$ cat config.mk
export PLATFORM = sky130hd
export DESIGN_NAME = free_list_mp
export DESIGN_NICKNAME = d
export VERILOG_FILES = /design/src/rtl/free_list_mp.sv
export SDC_FILE = /design/constraint.sdc
export NUM_CORES = 1
export LEC_CHECK = 0
export ABC_AREA = 1
export BUFFER_PORTS_ARGS = -buffer_cell sky130_fd_sc_hd__buf_2
export CAP_MARGIN = 20
export CORE_ASPECT_RATIO = 0.5
export CORE_UTILIZATION = 55
export CTS_CLUSTER_DIAMETER = 50
export DETAILED_ROUTE_END_ITERATION = 10
export GPL_TIMING_DRIVEN = 0
export PLACE_DENSITY = 0.72
export REMOVE_ABC_BUFFERS = 1
export SLEW_MARGIN = 10
export SYNTH_ARGS = -nofsm -noshare
export SYNTH_HDL_FRONTEND = slang
export SYNTH_SLANG_ARGS = --single-unit
$ cat constraint.sdc
create_clock -name clk -period 2.5 [get_ports clk]
set_input_delay 0.375 -clock clk [delete_from_list [all_inputs] [get_ports clk]]
set_output_delay 0.375 -clock clk [all_outputs]
set_load 0.005 [all_outputs]
$ cat src/rtl/free_list_mp.sv
// Free physical-register list for a rename stage: circular buffer with speculative
// and architectural heads, so a flush can roll back every uncommitted allocation.
module free_list_mp #(
  parameter int PRF_DEPTH = 64,
  parameter int ARF_DEPTH = 32,
  parameter int DEQ_WIDTH = 1,
  parameter int ENQ_WIDTH = 1,
  localparam int FL_DEPTH = PRF_DEPTH - ARF_DEPTH,
  localparam int PRF_IDX  = $clog2(PRF_DEPTH),
  localparam int CNT_W    = $clog2(FL_DEPTH) + 1
) (
  input  logic                         clk,
  input  logic                         rst,
  input  logic [DEQ_WIDTH-1:0]         alloc_req,
  output logic                         alloc_ready,
  output logic [DEQ_WIDTH*PRF_IDX-1:0] alloc_phy,
  input  logic [ENQ_WIDTH-1:0]         free_valid,
  input  logic [ENQ_WIDTH*PRF_IDX-1:0] free_phy,
  input  logic [ENQ_WIDTH-1:0]         commit_alloc,
  input  logic                         flush,
  output logic [CNT_W-1:0]             free_count
);
  localparam int IDX_W = CNT_W - 1;
  localparam logic [CNT_W:0]   FL_DEPTH_X = (CNT_W+1)'(FL_DEPTH);
  localparam logic [CNT_W-1:0] FL_DEPTH_C = CNT_W'(FL_DEPTH);
  localparam logic [CNT_W-1:0] DEQ_W_C    = CNT_W'(DEQ_WIDTH);

  // Pointers are {wrap, index}; the index wraps at FL_DEPTH, which need not be a power of 2.
  function automatic logic [CNT_W-1:0] ptr_add(input logic [CNT_W-1:0] p,
                                               input logic [CNT_W-1:0] n);
    logic [CNT_W:0] sum;
    logic           wrap;
    sum  = {2'b00, p[IDX_W-1:0]} + {1'b0, n};
    wrap = p[CNT_W-1];
    if (sum >= FL_DEPTH_X) begin
      sum  = sum - FL_DEPTH_X;
      wrap = ~wrap;
    end
    return {wrap, sum[IDX_W-1:0]};
  endfunction

  function automatic logic [CNT_W-1:0] count_of(input logic [CNT_W-1:0] t,
                                                input logic [CNT_W-1:0] h);
    logic [CNT_W-1:0] ti, hi, c;
    ti = {1'b0, t[IDX_W-1:0]};
    hi = {1'b0, h[IDX_W-1:0]};
    if (t[CNT_W-1] == h[CNT_W-1]) c = ti - hi;
    else                          c = FL_DEPTH_C + ti - hi;
    return c;
  endfunction

  function automatic logic [CNT_W-1:0] popcnt_deq(input logic [DEQ_WIDTH-1:0] v);
    logic [CNT_W-1:0] c;
    c = '0;
    for (int i = 0; i < DEQ_WIDTH; i++) c = c + CNT_W'(v[i]);
    return c;
  endfunction

  function automatic logic [CNT_W-1:0] popcnt_enq(input logic [ENQ_WIDTH-1:0] v);
    logic [CNT_W-1:0] c;
    c = '0;
    for (int i = 0; i < ENQ_WIDTH; i++) c = c + CNT_W'(v[i]);
    return c;
  endfunction

  logic [PRF_IDX-1:0] entries [FL_DEPTH];
  logic [CNT_W-1:0]   spec_head, arch_head, tail;
  logic [CNT_W-1:0]   spec_nxt, arch_nxt, tail_nxt;
  logic [CNT_W-1:0]   rd_ptr [DEQ_WIDTH];
  logic [CNT_W-1:0]   wr_ptr [ENQ_WIDTH];
  logic [CNT_W-1:0]   rd_off, wr_off;
  logic               alloc_fire;

  assign alloc_ready = (free_count >= DEQ_W_C) && !flush;
  assign alloc_fire  = alloc_ready && |alloc_req;

  always_comb begin
    rd_off    = '0;
    wr_off    = '0;
    alloc_phy = '0;
    // Requested lanes read consecutive entries; idle lanes show their natural slot.
    for (int i = 0; i < DEQ_WIDTH; i++) begin
      rd_ptr[i] = ptr_add(spec_head, alloc_req[i] ? rd_off : CNT_W'(i));
      alloc_phy[i*PRF_IDX +: PRF_IDX] = entries[rd_ptr[i][IDX_W-1:0]];
      if (alloc_req[i]) rd_off = rd_off + 1'b1;
    end
    for (int i = 0; i < ENQ_WIDTH; i++) begin
      wr_ptr[i] = ptr_add(tail, wr_off);
      if (free_valid[i]) wr_off = wr_off + 1'b1;
    end
    arch_nxt = ptr_add(arch_head, popcnt_enq(commit_alloc));
    tail_nxt = ptr_add(tail, popcnt_enq(free_valid));
    if (flush)           spec_nxt = arch_nxt;
    else if (alloc_fire) spec_nxt = ptr_add(spec_head, popcnt_deq(alloc_req));
    else                 spec_nxt = spec_head;
  end

  always_ff @(posedge clk) begin
    if (!rst) begin
      spec_head  <= '0;
      arch_head  <= '0;
      tail       <= {1'b1, {IDX_W{1'b0}}};
      free_count <= FL_DEPTH_C;
      for (int j = 0; j < FL_DEPTH; j++) entries[j] <= PRF_IDX'(ARF_DEPTH + j);
    end else begin
      spec_head  <= spec_nxt;
      arch_head  <= arch_nxt;
      tail       <= tail_nxt;
      free_count <= count_of(tail_nxt, spec_nxt);
      for (int i = 0; i < ENQ_WIDTH; i++)
        if (free_valid[i]) entries[wr_ptr[i][IDX_W-1:0]] <= free_phy[i*PRF_IDX +: PRF_IDX];
    end
  end
endmodule

Word-level counts from Yosys, hierarchy flattened
Memory sizes are Yosys's and may differ from the RTL's.
Index checks and enable logic that the tools add are counted.
{ "word_totals": {"regBits": 24, "mem_bits_rw": 192, "in_bits": 12, "word_cells": 48, "n_memories": 1} }
{ "mem_list": {"columns": ["memory", "words", "word_bits", "read_ports", "rd_clocked_by_memory_dff", "wr", "line_no", "source"], "rows": [
  ["entries", 32, 6, 1, 0, 32, "66", "logic [PRF_IDX-1:0] entries [FL_DEPTH];"]
]} }
{ "op_classes": {"addsub": 11, "n_lt_le_gt_ge": 6, "eq_ne": 1, "mux": 18, "n_bitwise": 3, "reduce_logical": 4} }
{ "ops": {"columns": ["operator", "count"], "rows": [
  ["$mux W5", 6],
  ["$sub A5 B1 Y5 const B", 5],
  ["$mux W6", 4],
  ["$add A5 B1 Y6", 3],
  ["$ge A6 B6 Y1 const B", 3],
  ["$ge A5 B6 Y1 const B", 2],
  ["$mux W1", 8],
  ["$add A6 B5 Y6 const A", 1],
  ["$ge A6 B1 Y1 const B", 1],
  ["$reduce_or A6 Y1", 1],
  ["$sub A5 B5 Y6", 1],
  ["$sub A6 B5 Y6", 1],
  ["$not A1 Y1", 3],
  ["$logic_and A1 B1 Y1", 2],
  ["$eq A1 B1 Y1", 1],
  ["$logic_not A1 Y1", 1]
]} }

Depth between registers and ports, before layout
Gate-level depths: netlist (run 1).
{ "logic_depth": {"ltp_word": 7, "mapped_depth": 16, "depth_no_buf": 15} }

Least setup slack after synthesis (run 1)
Ideal clock, no wire load.
{ "synth_path": {"path_type": "reg-to-reg", "from": "register spec_head[0]", "to": "register free_count[4]", "arrival_time_ns": 2.013, "slack_ns": 0.372, "stages_incl_launch_ff": 17, "path_buffers": 3, "cell_sequence": "dfxtp_1 > buf_4 > inv_4 > buf_4 > buf_2 > a21oi_1 > o21ai_0 > nand2_1 > ha_1 > inv_1 > fa_1 > nand2_1 > inv_1 > o21ai_1 > nand3_1 > nand2_1 > nor2_1"} }
{ "synth_between": {"elab_chain_len": 7, "word_cells_on_any_way": 11, "classes_between": "add/sub: 4; order compare: 1; eq/ne: 1; mux: 5"} }
{ "synth_lines": {"columns": ["element", "line_no", "source"], "rows": [
  ["start, declared", "67", "logic [CNT_W-1:0] spec_head, arch_head, tail;"],
  ["start signal, assigned", "106", "spec_head <= spec_nxt;"],
  ["$add A5 B1 Y6", "33", "sum = {2'b00, p[IDX_W-1:0]} + {1'b0, n};"],
  ["$sub A5 B1 Y5 or $ge A6 B6 Y1 (tied branches)", "36, 35", null],
  ["$mux W5", "35", "if (sum >= FL_DEPTH_X) begin"],
  ["$mux W6 (*)", "94", "else if (alloc_fire) spec_nxt = ptr_add(spec_head, popcnt_deq(alloc_req));"],
  ["$mux W6 (*)", "93", "if (flush) spec_nxt = arch_nxt;"],
  ["via spec_nxt[0]", "68", "logic [CNT_W-1:0] spec_nxt, arch_nxt, tail_nxt;"],
  ["$sub A6 B5 Y6 or $sub A5 B5 Y6 (tied branches)", "48, 47", null],
  ["$mux W6 (*)", "47", "if (t[CNT_W-1] == h[CNT_W-1]) c = ti - hi;"],
  ["end signal, assigned", "109", "free_count <= count_of(tail_nxt, spec_nxt);"],
  ["end, declared", "21", "output logic [CNT_W-1:0] free_count"]
]} }
Mark *: on every way through the listed nets, which the timed path passes. The rest lies on a longest branch.
A chain may end at the register's enable or synchronous reset.

Worst setup path in the final report (run 1)
{ "layout_path": {"from": "register spec_head[0]", "to": "output port alloc_phy[3]"} }
{ "layout_between": {"elab_chain_len": 3, "word_cells_on_any_way": 4, "classes_between": "add/sub: 1; order compare: 1; mux: 1; memory: 1"} }
{ "layout_lines": {"columns": ["element", "line_no", "source"], "rows": [
  ["$sub A5 B1 Y5 or $ge A5 B6 Y1 (tied branches)", "36, 35", null],
  ["$mux W5 (*)", "35", null],
  ["$mem_v2 Z32 W6 (*)", null, null],
  ["end, declared", "16", "output logic [DEQ_WIDTH*PRF_IDX-1:0] alloc_phy,"]
]} }
Mark *: on every way between the ends. The rest lies on a longest branch, timed or not.

==> results of run 1 <==
power groups by stage:
stage | logic, mW | clock network, mW | registers [mW]
after global placement | 0.679 | 0 | 4.17
final | 0.966 | 2.85 | 4.05
after detailed placement | 0.730 | 0 | 4.15
after global routing | 1.03 | 2.98 | 4.05
after floorplan | 0.443 | 0 | 4.14
after CTS | 0.910 | 2.83 | 4.05
placed cells by master, fill, tap and decap left out, types with 4 or more instances in the layout:
cell type,count
a21oi_1,10
a31oi_1,6
buf_16,4
buf_2,23
buf_4,5
clkbuf_1,5
clkbuf_16,21
clkinv_1,5
dfxtp_1,20
edfxtp_1,192
ha_1,8
inv_1,72
inv_2,10
nand2_1,184
nand2_2,4
nand3_1,28
nor2_1,247
nor3_1,9
o21ai_0,92
o21ai_1,18
o221ai_1,32
o221ai_2,4
o22ai_1,12
xor2_1,4
how the worst max path moves through the flow:
stage,endpoint
after floorplan,free_count[4]
after global placement,alloc_phy[0]
after detailed placement,free_count[5]
after CTS,alloc_phy[4]
after global routing,alloc_phy[5]
final,alloc_phy[3]
cells by family (layout without fill, tap and decap cells):
kind of cell,after synthesis,in the layout,synth area share
flops,216,216,0.6191
simple gates,487,487,0.1931
compound gates,178,178,0.1044
fa+ha+maj,11,11,0.01439
xor+xnor,7,7,0.006077
buf+inv,151,165,0.06288
tightest hold or removal path: stages:
cell and delay (ns):
buf_2 0.08, ha_1 0.14, nand2_1 0.05, inv_1 0.04
area by class of cell:
type                       count  area (sq um)
timing repair inverter         4         43.79
clock inverter                 8         40.04
inverter                      86         361.6
sequential                   216          6259
timing repair buffer          41         424.2
clock buffer                  26         544.3
multi-input combinational    683          3277
fill                        1372          6412
tap                          234         292.8
stage by stage:
step / power (mW) / area [sq um] / hold slack, ns / util / setup TNS [ns]
2_1_floorplan: 4.584 / 9782 / 0.4443 / - / -14.09
3_3_place_gp: 4.850 / 10190 / 0.4851 / 0.5775 / -103.05
3_5_place_dp: 4.878 / 10230 / 0.4861 / 0.5793 / -88.59
4_1_cts: 7.789 / 11160 / 0.2171 / 0.6322 / -0.5631
5_1_grt: 8.062 / 11240 / 0.2594 / 0.6368 / -1.326
6_report: 7.862 / 11240 / 0.2182 / 0.6368 / -0.9428
layer usage:
| metal | up-vias | global-route usage |
|---|---|---|
| li1 | 3571 | - |
| met1 | 3764 | 0.4230 |
| met2 | 562 | 0.4507 |
| met3 | 98 | 0.08325 |
| met4 | 0 | 0.1212 |
| met5 | - | 0 |
state kept, by name, indices dropped and copies added (netlist names):
signal / cells
tail: 6
spec_head: 6
free_count: 6
entries: 192
arch_head: 6
repair_timing:
action | 4_1_cts | 5_1_grt
cloned | 8 | 0
endpoints found under the setup margin | 11 | 201
resized for setup | 30 | 17
setup buffers | 10 | 2
pin swaps | 1 | 9
==> metrics.txt, run 1 <==
Final Hold Viols=0; Hold Path Origin=commit_alloc; Worst Setup End Kind=output pin; R2R Path End=free_count[5]; final setup vio count=6; biggest area consumer among synthesized cells=edfxtp_1; Placer Congestion=0.8310; Worst-Margin Slew=around 0.86 ns; Max Clock Skew=0.01257 ns; most common library cells after synthesis=nor2_1, edfxtp_1, nand2_1; antenna violations before repair=0; Max Used Layer=met4; Syn. warnings=0; Buf+Inv Stages, Crit Path=3; largest net degree at the start of global routing=49; cells on worst reg2reg path=13; Leak=3.714 nW; most frequent cell after synthesis=nor2_1; Slowest-stage cell, CP=dfxtp_4; Syn Area/Cell=about 9.6 sq um; H-Tree Depth=1; worst hold path class=in2reg; number of global-route vias before repair=7703; TritonCTS clock tree=built; Reg2Reg Setup Slack=0.09 ns; global-route wire length before repair=42.52 mm; Initial Utilization=0.5714; Synth top area share=0.5715; DP Cell Count=1244; CP max FO=10; startpoint types=flop; Clock power frac=0.362; Worst VDD drop=about 0.45 mV; grt total ovfl=0; Worst Setup SP=spec_head[0]; Rel. slew slack=0.4264; drt first-iter violations=996; post-route ant nets=0; Crit Path Class=reg2out; Layout Cells excl Fill=between 1k and 1.5k; cts hold-fix bufs=0; Crit path max-delay family=compound AO/OA/AOI/OAI gates; synth top area cells=edfxtp_1, nor2_1, nand2_1; metal1 wirelength=10.89 mm; #FFs+latches synth=216; top_reg_cell synth=edfxtp_1; met3 WL=4.301 mm; final setup margin=-0.1911 ns; Core Footprint=17650 sq um; clock latency at the later pin of the worst-skew pair=0.51 ns; Clock transition at path regs=approximately 0.060 ns; vias post-DR=7995; Seq pwr share=0.515; Comb power frac=0.123; Hold Path End=arch_head[0]; total net switching power=2.025 mW; EDFF count, synth=192; final wirelength=approximately 28 mm; hold path cells=4; status=finished, violations left; switching share of power=0.2576; GRT Util Overall=0.3023; Power Dens Cells=699.3 nW/um^2; crit path time final=approximately 2.7 ns; Antenna Cells=0; DR pass1 iterations=6; clock root buffer=clkbuf_16; layout cells sized above 1=0.1024; setup slack at placement=-0.8888 ns; Stages on worst setup path=9; count of cell types in the netlist=34; FP Rows=34; die area=18920 sq um; Post-synth ARST share=0; I/O pins=25; Routed wire per std cell=21.91 um; CP Data Arrival Time=2.32 ns; internal power=5.837 mW; Final Slew Violations=0; post-DP HPWL=15.02 mm; Max Clock Freq=roughly 370 MHz; die height=97.77 um; r2r startpoint=spec_head[0]; die width=193.5 um; register area share after synthesis=0.6191; drt drc=0; failing checks=setup timing; maximum capacitance violations=0; clk buf depth=3; Data required, critical path=2.12 ns; Post-Syn Area=10090 sq um; DR vias/cell=6.159; critical path's largest stage delay=0.43 ns; CTS Buf Count=20; RSZ-0062 raised after global routing=true; Routed met2 length=12.15 mm; Syn-to-layout area delta=11.43%; Cells after Synth=between 1k and 1.5k; IO buf count=24; CP Cell Sequence=buf_4 > buf_16 > o21ai_0 > o221ai_1 > nand3_1 > nand2_1 > nor2_1 > a21oi_1 > buf_2; fin nets=about 1.1k; fin crit share=1.076; Num Clock Sinks=around 220
Note: power is estimated with default switching activity, not from simulation.
==> run 2: changes to the inputs <==
Settings changed: RECOVER_POWER from default to 50.
==> run 2 against run 1 <==
  * The flow still finishes with violations (setup timing)
  * Worst hold slack hardly changed
  * Via count hardly changed
  * Total power is essentially flat
  * Design area about the same
  * Utilization barely moved
  * Critical path type unchanged
  * Die area unchanged
  * Clock skew shrank 0.00071 ns
  * Clock-buffer cell count unchanged
==> metrics.txt, run 2 (synthesis results as in run 1) <==
Core Footprint=17650 sq um (unchanged); Layout Cells excl Fill=1298 (unchanged); RSZ-0062 raised after global routing=true (unchanged); Worst-Margin Slew=0.8588 ns (was 0.8592 ns); crit path time final=2.685 ns (was 2.691 ns); vias post-DR=7990 (was 7995); TritonCTS clock tree=built (unchanged); commonest non-fill, non-tap cell in the layout=nor2_1 (unchanged); Hold Path Origin=commit_alloc (unchanged); largest register by flop count=entries (unchanged); Largest register FFs=192 (unchanged); Routed met2 length=12.12 mm (was 12.15 mm); drt first-iter violations=996 (unchanged); clk buf depth=3 (unchanged); DP Cell Count=1244 (unchanged); FP Rows=34 (unchanged); layout cells sized above 1=0.1006 (was 0.1024); DR pass1 iterations=6 (unchanged); H-Tree Depth=1 (unchanged); DR vias/cell=6.156 (was 6.159); critical path's largest stage delay=0.40 ns (was 0.43 ns); utilization after layout=0.6366 (was 0.6368); r2r startpoint=spec_head[0] (unchanged); Multi-input gate area=3277 sq um (unchanged); final wirelength=28.43 mm (was 28.44 mm); status=finished, violations left (unchanged); setup slack at placement=-0.8888 ns (unchanged); Max Used Layer=met4 (unchanged); met3 WL=4.263 mm (was 4.301 mm); Clock transition at path regs=0.06 ns (about the same); antenna violations before repair=0 (unchanged); Slowest-stage cell, CP=dfxtp_4 (unchanged); global-route wire length before repair=42.52 mm (unchanged); metal1 wirelength=10.93 mm (was 10.89 mm); post-DP HPWL=15.02 mm (unchanged); Data required, critical path=2.12 ns (about the same); hold path cells=4 (unchanged); Routed wire per std cell=21.90 um (was 21.91 um); CP Data Arrival Time=2.31 ns (was 2.32 ns); grt total ovfl=0 (unchanged); Antenna Cells=0 (unchanged); Num Clock Sinks=216 (unchanged); Sequential Area=6259 sq um (unchanged); Crit path max-delay family=compound AO/OA/AOI/OAI gates (unchanged); CP Cell Sequence=buf_16 > inv_16 > o21ai_0 > o221ai_1 > nand3_1 > nand2_1 > nor2_1 > a21oi_1 > buf_2 (was buf_4 > buf_16 > o21ai_0 > o221ai_1 > nand3_1 > nand2_1 > nor2_1 > a21oi_1 > buf_2); Max Clock Freq=372.5 MHz (was 371.6 MHz); fin nets=1075 (unchanged); Crit Path Class=reg2out (unchanged); Hold Path End=arch_head[0] (unchanged); Placer Congestion=0.8310 (unchanged); Worst VDD drop=0.4476 mV (was 0.4502 mV); maximum capacitance violations=0 (unchanged); die height=97.77 um (unchanged); failing checks=setup timing (unchanged); Buf+Inv Stages, Crit Path=3 (unchanged); Syn-to-layout area delta=11.41% (was 11.43%); CTS Buf Count=20 (unchanged); clock root buffer=clkbuf_16 (unchanged); Reg2Reg Setup Slack=0.09 ns (about the same); IO buf count=24 (unchanged); Power Dens Cells=699.3 nW/um^2 (about the same); die width=193.5 um (unchanged); worst hold path class=in2reg (unchanged); Fill cells=1370 (was 1372); R2R Path End=free_count[5] (unchanged); CP max FO=25 (was 10); Initial Utilization=0.5714 (unchanged); Rel. slew slack=0.4266 (was 0.4264); Max Clock Skew=0.01186 ns (was 0.01257 ns); drt drc=0 (unchanged); startpoint types=flop (unchanged); cts hold-fix bufs=0 (unchanged); final setup vio count=6 (unchanged); most frequent cells in the layout=nor2_1, edfxtp_1, nand2_1 (unchanged); cells on worst reg2reg path=13 (unchanged); Leak=3.709 nW (was 3.714 nW); I/O pins=25 (unchanged); Final Hold Viols=0 (unchanged); GRT Util Overall=0.3023 (unchanged); Worst Setup End Kind=output pin (unchanged); post-route ant nets=0 (unchanged); Final Slew Violations=0 (unchanged); clock latency at the later pin of the worst-skew pair=0.51 ns (about the same); fin crit share=1.074 (was 1.076); number of global-route vias before repair=7703 (unchanged); final setup margin=-0.1847 ns (was -0.1911 ns); largest net degree at the start of global routing=49 (unchanged); die area=18920 sq um (unchanged)
## run 2: power by group
part / total, mW / switching (mW) / internal [mW]
combinational: 0.965 / 0.663 / 0.302
sequential: 4.05 / 0.0499 / 4.00
clock: 2.85 / 1.31 / 1.54
total: 7.86 / 2.02 / 5.84
## run 2: worst max-delay path by stage
stage                          to  depth (start not counted)    startpoint  slack (ns)
global placement     alloc_phy[0]                          8  spec_head[0]       -2.88
detailed placement  free_count[5]                         10  spec_head[2]       -0.89
finish               alloc_phy[3]                          9  spec_head[0]       -0.18
floorplan           free_count[4]                         13  spec_head[0]       -1.35
global route         alloc_phy[5]                          8  spec_head[0]       -0.22
CTS                  alloc_phy[4]                          7  spec_head[0]       -0.10
## run 2: metrics by stage
step | power (mW) | cell area (sq um) | hold slack [ns] | TNS [ns]
after detailed placement | 4.878 | 10230 | 0.4861 | -88.59
after global routing | 8.061 | 11240 | 0.2594 | -1.326
after CTS | 7.789 | 11160 | 0.2171 | -0.5631
after global placement | 4.850 | 10190 | 0.4851 | -103.05
final | 7.860 | 11240 | 0.2182 | -0.9420
after floorplan | 4.584 | 9782 | 0.4443 | -14.09
## run 2: final cells by class
class	instances	share of cell area
Clock buffer	26	0.04842
Clock inverter	8	0.003562
Inverter	86	0.03217
Multi-Input combinational cell	683	0.2916
Sequential cell	216	0.5568
Tap cell	234	0.02605
Timing Repair Buffer	41	0.03752
Timing Repair inverter	4	0.003896
## run 2: worst min-delay path, stage by stage
cell     delay (ns)
buf_2          0.08
ha_1           0.14
nand2_1        0.05
inv_1          0.04
## run 2: timing repair
action | in CTS | in global routing
resized for setup | 30 | 17
setup endpoints to repair | 11 | 201
buffers inserted | 10 | 2
cloned | 8 | 0
pin swaps | 1 | 9
endpoints found under the hold margin | 0 | 0
## run 2: routing by layer
metal  global-route usage  up-vias
li1                     -     3570
met1               0.4230     3768
met2               0.4507      554
met3              0.08325       98
met4               0.1212        0
met5                    0        -
